===== config.mk =====
export PLATFORM = sky130hd
export DESIGN_NAME = rob_commit_ctrl
export DESIGN_NICKNAME = d
export VERILOG_FILES = /design/src/rtl/rob_commit_ctrl.sv
export SDC_FILE = /design/constraint.sdc
export NUM_CORES = 1
export LEC_CHECK = 0
export ABC_AREA = 1
export BUFFER_PORTS_ARGS = -buffer_cell sky130_fd_sc_hd__buf_4
export CORE_AREA = 8 8 120 122
export DETAILED_ROUTE_END_ITERATION = 10
export DIE_AREA = 0 0 128 130
export MAX_ROUTING_LAYER = met4
export PLACE_DENSITY = 0.73
export SKIP_CTS_REPAIR_TIMING = 1
export SLEW_MARGIN = 20
export SYNTH_ARGS = -nofsm -noshare
export SYNTH_HDL_FRONTEND = slang
export SYNTH_SLANG_ARGS = --single-unit
export TNS_END_PERCENT = 20

===== constraint.sdc =====
create_clock -name clock -period 5.5 [get_ports clock]
set_input_delay 1.1 -clock clock [delete_from_list [all_inputs] [get_ports clock]]
set_output_delay 1.1 -clock clock [all_outputs]
set_load 0.01 [all_outputs]

===== src/rtl/rob_commit_ctrl.sv =====
// rob_commit_ctrl: tag allocation and in-order retire for the 32-entry temporary
// register file; owns its write port and drives arch write, store commit and redirect.
module rob_commit_ctrl #(
  parameter int ENTRIES = 32,
  parameter int TAG_W   = 5
) (
  input  logic             clock,
  input  logic             reset,
  input  logic             disp_valid,
  output logic             disp_ready,
  input  logic [4:0]       disp_rd,
  input  logic [31:0]      disp_pc,
  input  logic [1:0]       disp_type,
  output logic [TAG_W-1:0] disp_tag,
  input  logic             upd_valid,
  input  logic [TAG_W-1:0] upd_tag,
  input  logic [31:0]      upd_data,
  output logic [72:0]      tmp_data_in,
  output logic [TAG_W-1:0] tmp_waddr,
  output logic             tmp_new_entry,
  output logic             tmp_update_entry,
  output logic [TAG_W-1:0] tmp_rd_addr,
  input  logic [72:0]      tmp_rd_data,
  output logic             arch_we,
  output logic [4:0]       arch_waddr,
  output logic [31:0]      arch_wdata,
  output logic             store_commit,
  output logic [TAG_W-1:0] store_tag,
  output logic             flush,
  output logic             redirect_valid,
  output logic [31:0]      redirect_pc
);

  typedef enum logic [0:0] {ST_RUN = 1'b0, ST_FLUSH = 1'b1} state_t;

  localparam logic [TAG_W:0]   FULL_C    = (TAG_W+1)'(ENTRIES);
  localparam logic [TAG_W:0]   CNT_ONE_C = (TAG_W+1)'(1'b1);
  localparam logic [TAG_W-1:0] TAG_ONE_C = TAG_W'(1'b1);
  localparam logic [1:0]       TYPE_ALU    = 2'b00;
  localparam logic [1:0]       TYPE_LOAD   = 2'b01;
  localparam logic [1:0]       TYPE_STORE  = 2'b10;
  localparam logic [1:0]       TYPE_BRANCH = 2'b11;

  state_t           state_r;
  logic [TAG_W-1:0] head_r;
  logic [TAG_W-1:0] tail_r;
  logic [TAG_W:0]   count_r;

  logic             arch_we_r;
  logic [4:0]       arch_waddr_r;
  logic [31:0]      arch_wdata_r;
  logic             store_commit_r;
  logic [TAG_W-1:0] store_tag_r;
  logic             flush_r;
  logic             redirect_valid_r;
  logic [31:0]      redirect_pc_r;

  // Head entry fields: {rd, pc, type, spec_data, spec_valid, valid}
  logic [4:0]  head_rd_s;
  logic [1:0]  head_type_s;
  logic [31:0] head_spec_data_s;
  logic        head_spec_valid_s;
  logic        head_valid_s;
  logic [31:0] unused_head_pc_s;

  logic run_s;
  logic disp_ready_s;
  logic disp_fire_s;
  logic upd_write_s;
  logic retire_s;
  logic mispredict_s;

  assign head_rd_s         = tmp_rd_data[72:68];
  assign unused_head_pc_s  = tmp_rd_data[67:36];
  assign head_type_s       = tmp_rd_data[35:34];
  assign head_spec_data_s  = tmp_rd_data[33:2];
  assign head_spec_valid_s = tmp_rd_data[1];
  assign head_valid_s      = tmp_rd_data[0];

  assign run_s        = (state_r == ST_RUN);
  assign disp_ready_s = run_s && (count_r != FULL_C) && !upd_valid;
  assign disp_fire_s  = disp_valid && disp_ready_s;
  assign upd_write_s  = upd_valid && run_s;
  assign retire_s     = run_s && (count_r != {(TAG_W+1){1'b0}}) && head_valid_s && head_spec_valid_s;
  assign mispredict_s = retire_s && (head_type_s == TYPE_BRANCH) && head_spec_data_s[0];

  assign disp_ready     = disp_ready_s;
  assign disp_tag       = tail_r;
  assign tmp_rd_addr    = head_r;
  assign arch_we        = arch_we_r;
  assign arch_waddr     = arch_waddr_r;
  assign arch_wdata     = arch_wdata_r;
  assign store_commit   = store_commit_r;
  assign store_tag      = store_tag_r;
  assign flush          = flush_r;
  assign redirect_valid = redirect_valid_r;
  assign redirect_pc    = redirect_pc_r;

  // Tmp-file write port: execution updates take priority over new allocations.
  always_comb begin
    tmp_data_in      = 73'd0;
    tmp_waddr        = {TAG_W{1'b0}};
    tmp_new_entry    = 1'b0;
    tmp_update_entry = 1'b0;
    if (upd_write_s) begin
      tmp_update_entry = 1'b1;
      tmp_waddr        = upd_tag;
      tmp_data_in      = {39'd0, upd_data, 1'b1, 1'b0};
    end else if (disp_fire_s) begin
      tmp_new_entry = 1'b1;
      tmp_waddr     = tail_r;
      tmp_data_in   = {disp_rd, disp_pc, disp_type, 32'd0, 1'b0, 1'b1};
    end else begin
      tmp_new_entry = 1'b0;
    end
  end

  // Pointer/occupancy FSM and registered retire side effects.
  always_ff @(posedge clock or posedge reset) begin
    if (reset) begin
      state_r          <= ST_RUN;
      head_r           <= {TAG_W{1'b0}};
      tail_r           <= {TAG_W{1'b0}};
      count_r          <= {(TAG_W+1){1'b0}};
      arch_we_r        <= 1'b0;
      arch_waddr_r     <= 5'd0;
      arch_wdata_r     <= 32'd0;
      store_commit_r   <= 1'b0;
      store_tag_r      <= {TAG_W{1'b0}};
      flush_r          <= 1'b0;
      redirect_valid_r <= 1'b0;
      redirect_pc_r    <= 32'd0;
    end else begin
      arch_we_r        <= 1'b0;
      store_commit_r   <= 1'b0;
      flush_r          <= 1'b0;
      redirect_valid_r <= 1'b0;
      case (state_r)
        ST_RUN: begin
          if (mispredict_s) begin
            // Everything younger than the branch is discarded.
            state_r          <= ST_FLUSH;
            head_r           <= {TAG_W{1'b0}};
            tail_r           <= {TAG_W{1'b0}};
            count_r          <= {(TAG_W+1){1'b0}};
            flush_r          <= 1'b1;
            redirect_valid_r <= 1'b1;
            redirect_pc_r    <= {head_spec_data_s[31:2], 2'b00};
          end else begin
            if (disp_fire_s) tail_r <= tail_r + TAG_ONE_C;
            if (retire_s) head_r <= head_r + TAG_ONE_C;
            if (disp_fire_s && !retire_s) begin
              count_r <= count_r + CNT_ONE_C;
            end else if (retire_s && !disp_fire_s) begin
              count_r <= count_r - CNT_ONE_C;
            end
            if (retire_s) begin
              case (head_type_s)
                TYPE_ALU, TYPE_LOAD: begin
                  arch_we_r    <= (head_rd_s != 5'd0);
                  arch_waddr_r <= head_rd_s;
                  arch_wdata_r <= head_spec_data_s;
                end
                TYPE_STORE: begin
                  store_commit_r <= 1'b1;
                  store_tag_r    <= head_r;
                end
                default: begin
                  store_commit_r <= 1'b0;
                end
              endcase
            end
          end
        end
        ST_FLUSH: state_r <= ST_RUN;
        default:  state_r <= ST_RUN;
      endcase
    end
  end

endmodule


==> reports/metrics.yaml, run 1 <==
status: "finished clean"
cpMaxStageDelayCell: "nand3_2"
ant_nets: 0
synthTopCellsByArea: "dfrtp_1 (51%), inv_1 (10%), nand2_1 (7.7%)"
crit_start: "upd_valid"
slew_viol_final: 0
wire_per_inst_um: 16.2
grt_pass1_vias: 4422
ys_seq_elements: 91
fin_util: 0.563
fin_ws_ns: 1.62
synth_warnings: 0
core_um2: 12400
syn-instance-count: 563
r2r_start: "count_r[5]$_DFFE_PP0P_"
reg2reg_depth: 15
track_usage: 0.195
vias_per_cell: 4.40
synth_area_leader_cell: "dfrtp_1"
syn2layout_area_growth_pct: 55.7
numCtsBuffers: 9
r2r_end: "count_r[5]$_DFFE_PP0P_"
die_h_um: 130
dpl_cell_area_um2: 6710
layout_commonest_cell: "buf_4"
mostFrequentLayoutCells: "buf_4 (289), inv_1 (121), nand2_1 (92)"
wirelength_um: 16400
max_slew.worst_pin.slew_ns: 0.895
dpl.cell_count: 998
drtPass1Iterations: 4
die_w_um: 128
cts_sinks: 91
cp-start-kind: "input port"
clk_pin_slew_ns: 0.06
hold_end: "arch_wdata[4]$_DFFE_PP0P_"
htree_levels: 3
endpoint_kind: "primary output"
slowest_delay_ns: 0.54
initial_utilization: 0.361
antenna_found_initial: 0
slew_headroom: 0.403
synth_seq_area_share: 0.508
rsz0062_at_grt: "false"
gr-total-overflow: 0
gp_congestion: 0.958
finalHoldViolCount: 0
root_buffer: "clkbuf_16"
p_leak_nw: 4.09
finalSetupViolations: 0
worstPathArrival_ns: 2.78
dp_hpwl_um: 13400
worstHoldStart: "arch_wdata[4]$_DFFE_PP0P_"
synth_top_area_frac: 0.508
cp_cell_sequence: "buf_4 -> nor2_1 -> nand3_2 -> buf_4 -> inv_2 -> a22o_1 -> buf_4"
hold_ws_ns: 0.487
crit_top_cell: "buf_4"
fin_nets: 997
stdcell_count: 1013
ios: 322
vias: 4456
die-area_um2: 16600
drive_gt1_frac: 0.386
ff2ff_setup_slack_ns: 2.45
tns_ns: 0
max-cap-violations: 0
pre_cts_slack_ns: 1.62
synth.distinct_cells: 33
p_per_area_nw_per_um2: 399
fill_cells: 1198
design_area_um2: 6990
power.total_mw: 2.79
ctsLongestPathBuffers: 2
netlist_area_um2: 4490
critPathKind: "in2out"
cts_tree: "built"
io_buffer_count: 287
antenna-diode-count: 0
fp-row-count: 41
ir_drop_uv: 270
grt_max_degree: 72
drc: 0
required_ns: 4.40
holdPathStages: 2
synth_area_per_cell_um2: 7.97
clock_skew_ns: 0.00885
grt_pass1_wl_um: 24100
period_minus_slack_ns: 3.88
fmax_ghz: 0.258
hp-class: "reg2reg"
cp_max_fo: 36
drt-initial-drc-count: 117
clkLatencyLatePin_ns: 0.34
min_period_over_period: 0.705
## critical path, delay by kind of cell
kind | cells | cell delay, ns
buf+inv | 4 | 0.83
simple gates | 2 | 0.69
compound gates | 1 | 0.15
## sequential cells by signal, summed over array words and instances (netlist names), 5 cells and up
name	cells
arch_wdata	32
redirect_pc	30
count_r	6
arch_waddr	5
disp_tag	5
store_tag	5
tmp_rd_addr	5
## where the power goes
group	switching (mW)	internal, mW
Sequential	0.160	0.903
Combinational	0.581	0.564
Clock	0.261	0.321
Total	1.00	1.79
## how the worst max path moves through the flow
stage	end	slack (ns)	cells after the start
4_1_cts	tmp_waddr[4]	1.61	7
3_5_place_dp	tmp_waddr[4]	1.62	7
3_3_place_gp	tmp_waddr[4]	1.64	7
2_1_floorplan	arch_waddr[0]$_DFFE_PP0P_	2.04	1
6_report	tmp_waddr[4]	1.62	7
5_1_grt	tmp_waddr[4]	1.48	7
## cell families after synthesis
logic type | share of synthesized area
AND/OR/NAND/NOR | 0.186
buffers and inverters | 0.144
AO/OA/AOI/OAI | 0.112
flip-flops | 0.508
adder cells (fa/ha/maj) | 0.0212
multiplexers | 0.0201
XOR/XNOR | 0.00781
other | 0.000836
## cell usage after synthesis
cell type  count
inv_1        122
nand2_1       92
dfrtp_1       91
nor2_1        83
o21ai_0       63
o21ai_1       23
nand3_1       13
buf_2          9
a21oi_1        8
clkbuf_1       7
buf_4          6
ha_1           6
mux2_4         6
buf_6          4
inv_2          3
nand3_2        3
nor3_1         3
inv_4          2
nand2_2        2
nand2_4        2
xnor2_1        2
xor2_1         2
a22o_1         1
clkbuf_2       1
conb_1         1
fa_1           1
nor2_2         1
nor2_4         1
nor3_2         1
nor4_1         1
o211ai_1       1
o22ai_1        1
o31ai_1        1
## metal layers
metal | part of all wire | vias to the layer above | global-route usage
met5 | 0 | - | -
met4 | 0.031 | 0 | 0.0860
met3 | 0.076 | 24 | 0.0522
met2 | 0.49 | 203 | 0.329
met1 | 0.40 | 1998 | 0.214
li1 | - | 2231 | -
## cell type report
| class | instances | area [um^2] | area share |
|---|---|---|---|
| flip-flops and latches | 91 | 2280 | 0.326 |
| repair buffers | 289 | 2170 | 0.311 |
| multi-input cells | 319 | 1560 | 0.224 |
| inverters | 127 | 483 | 0.0691 |
| clock buffers | 11 | 243 | 0.0347 |
| well taps | 172 | 215 | 0.0308 |
| clock inverters | 4 | 33.8 | 0.00484 |
Power figures use the tool's default switching activity.
==> run 2, diff against run 1 <==
--- a/config.mk
+++ b/config.mk
@@ -7,11 +7,11 @@
 export LEC_CHECK = 0
 export ABC_AREA = 1
 export BUFFER_PORTS_ARGS = -buffer_cell sky130_fd_sc_hd__buf_4
-export CORE_AREA = 8 8 120 122
+export CORE_AREA = 8 8 117 119
 export DETAILED_ROUTE_END_ITERATION = 10
-export DIE_AREA = 0 0 128 130
+export DIE_AREA = 0 0 125 127
 export MAX_ROUTING_LAYER = met4
-export PLACE_DENSITY = 0.73
+export PLACE_DENSITY = 0.77
 export SKIP_CTS_REPAIR_TIMING = 1
 export SLEW_MARGIN = 20
 export SYNTH_ARGS = -nofsm -noshare
==> constraint.sdc (replaced) <==
create_clock -name clock -period 3.6 [get_ports clock]
set_input_delay 0.72 -clock clock [delete_from_list [all_inputs] [get_ports clock]]
set_output_delay 0.72 -clock clock [all_outputs]
set_load 0.01 [all_outputs]
==> reports/metrics.yaml, run 2 (synthesis results as in run 1) <==
drt-initial-drc-count: 174  # was 117
clkLatencyLatePin_ns: 0.33  # was 0.34 ns
worstPathArrival_ns: 2.20  # was 2.78 ns
root_buffer: "clkbuf_16"  # unchanged
vias_per_cell: 4.53  # was 4.40
cp_max_fo: 17  # was 36
htree_levels: 3  # unchanged
slew_viol_final: 0  # unchanged
hold_ws_ns: 0.454  # was 0.487 ns
largest_reg_flops: 32  # unchanged
dp_hpwl_um: 13500  # was 13400 um
antenna-diode-count: 0  # unchanged
drive_gt1_frac: 0.389  # was 0.386
cts_tree: "built"  # unchanged
min_period_over_period: 0.811
ff2ff_setup_slack_ns: 1.34  # was 2.45 ns
cp-start-kind: "flop"  # was input port
wire_per_inst_um: 16.8  # was 16.2 um
initial_utilization: 0.380  # was 0.361
period_minus_slack_ns: 2.92
mostFrequentLayoutCells: "buf_4 (289), inv_1 (121), nand2_1 (92)"  # unchanged
cpMaxStageDelayCell: "dfrtp_1"  # was nand3_2
ir_drop_uv: 372  # was 270 uV
grt_pass1_vias: 4409  # was 4422
required_ns: 2.88  # was 4.40 ns
max_slew.worst_pin.slew_ns: 0.680  # was 0.895 ns
gp_congestion: 0.955  # was 0.958
fp-row-count: 40  # was 41
track_usage: 0.207  # was 0.195
wirelength_um: 16600  # was 16400 um
p_per_area_nw_per_um2: 614  # was 399 nW/um^2
endpoint_kind: "primary output"  # unchanged
fmax_ghz: 0.343
clk_pin_slew_ns: 0.07  # was 0.06 ns
io_buffer_count: 287  # unchanged
p_leak_nw: 4.10  # was 4.09 nW
layout_commonest_cell: "buf_4"  # unchanged
hp-class: "in2async"  # was reg2reg
grt_pass1_wl_um: 24700  # was 24100 um
critPathKind: "reg2out"  # was in2out
max-cap-violations: 0  # unchanged
ant_nets: 0  # unchanged
slowest_delay_ns: 0.45  # was 0.54 ns
drc: 0  # unchanged
vias: 4484  # was 4456
die-area_um2: 15900  # was 16600 um^2
cts_sinks: 91  # unchanged
die_w_um: 125  # was 128 um
core_um2: 11800  # was 12400 um^2
status: "finished clean"  # unchanged
ctsLongestPathBuffers: 2  # unchanged
ios: 322  # unchanged
drtPass1Iterations: 4  # unchanged
fill_cells: 1098  # was 1198
rsz0062_at_grt: "false"  # unchanged
numCtsBuffers: 9  # unchanged
tns_ns: 0  # unchanged
gr-total-overflow: 0  # unchanged
syn2layout_area_growth_pct: 55.6  # was 55.7%
clock_skew_ns: 0.00505  # was 0.00885 ns
fin_nets: 998  # was 997
finalHoldViolCount: 0  # unchanged
cp_cell_sequence: "nor2_1 -> inv_1 -> buf_4 -> nor2_1 -> buf_4"  # was buf_4 -> nor2_1 -> nand3_2 -> buf_4 -> inv_2 -> a22o_1 -> buf_4
die_h_um: 127  # was 130 um
slew_headroom: 0.547  # was 0.403
antenna_found_initial: 0  # unchanged
grt_max_degree: 72  # unchanged
finalSetupViolations: 0  # unchanged
==> run 2: changes by cell type in the layout (fill, tap and decap cells not counted) <==
cell,delta
clkinv_2,+1
clkbuf_8,-1
clkbuf_1,-1
inv_8,+1
clkinvlp_4,+1
buf_12,+1
==> run 2: critical path, delay by kind of cell (launching register included) <==
| kind | cells | cell delay, ns |
|---|---|---|
| flip-flops | 1 | 0.45 |
| AND/OR/NAND/NOR | 2 | 0.59 |
| buffers and inverters | 3 | 0.82 |
==> run 2: where the power goes <==
part           internal [mW]  total (mW)  switching, mW
registers               1.38        1.63          0.254
clock network          0.479       0.901          0.422
logic                  0.863        1.75          0.890
==> run 2: cell type report <==
class	instances	area (um^2)	share of cell area
Clock buffer	9	225	0.0323
Clock inverter	7	57.6	0.00825
Inverter	127	483	0.0692
Timing Repair Buffer	290	2190	0.314
Multi-Input combinational cell	319	1560	0.224
Tap cell	147	184	0.0263
Sequential cell	91	2280	0.326
==> run 2: worst paths after layout <==
kind	to	start	cells after the start
setup / recovery	tmp_data_in[19]	redirect_valid$_DFF_PP0_	5
hold / removal	arch_waddr[0]$_DFFE_PP0P_	reset	2
setup reg to reg	count_r[5]$_DFFE_PP0P_	count_r[5]$_DFFE_PP0P_	14
hold reg to reg	arch_wdata[28]$_DFFE_PP0P_	arch_wdata[28]$_DFFE_PP0P_	2
max in group asynchronous	redirect_pc[2]$_DFFE_PP0P_	reset	3
min in group clock	arch_wdata[28]$_DFFE_PP0P_	arch_wdata[28]$_DFFE_PP0P_	2
==> run 2: stage by stage <==
| step | utilization | instance area, um^2 | std cells | power, mW | setup WS, ns |
|---|---|---|---|---|---|
| 2_1_floorplan | - | 4490 | 564 | 2.45 | 0.516 |
| 3_3_place_gp | 0.567 | 6700 | 974 | 3.39 | 0.637 |
| 3_5_place_dp | 0.567 | 6700 | 974 | 3.43 | 0.603 |
| 4_1_cts | 0.591 | 6980 | 990 | 4.34 | 0.571 |
| 5_1_grt | 0.591 | 6980 | 990 | 4.58 | 0.424 |
| 6_report | 0.591 | 6980 | 990 | 4.29 | 0.682 |
==> run 2: per-layer routing <==
metal,vias up,track usage,share of wire
met5,-,-,0
met4,0,0.0702,0.028
met3,20,0.0745,0.080
met2,188,0.364,0.51
met1,2040,0.211,0.38
li1,2236,-,-
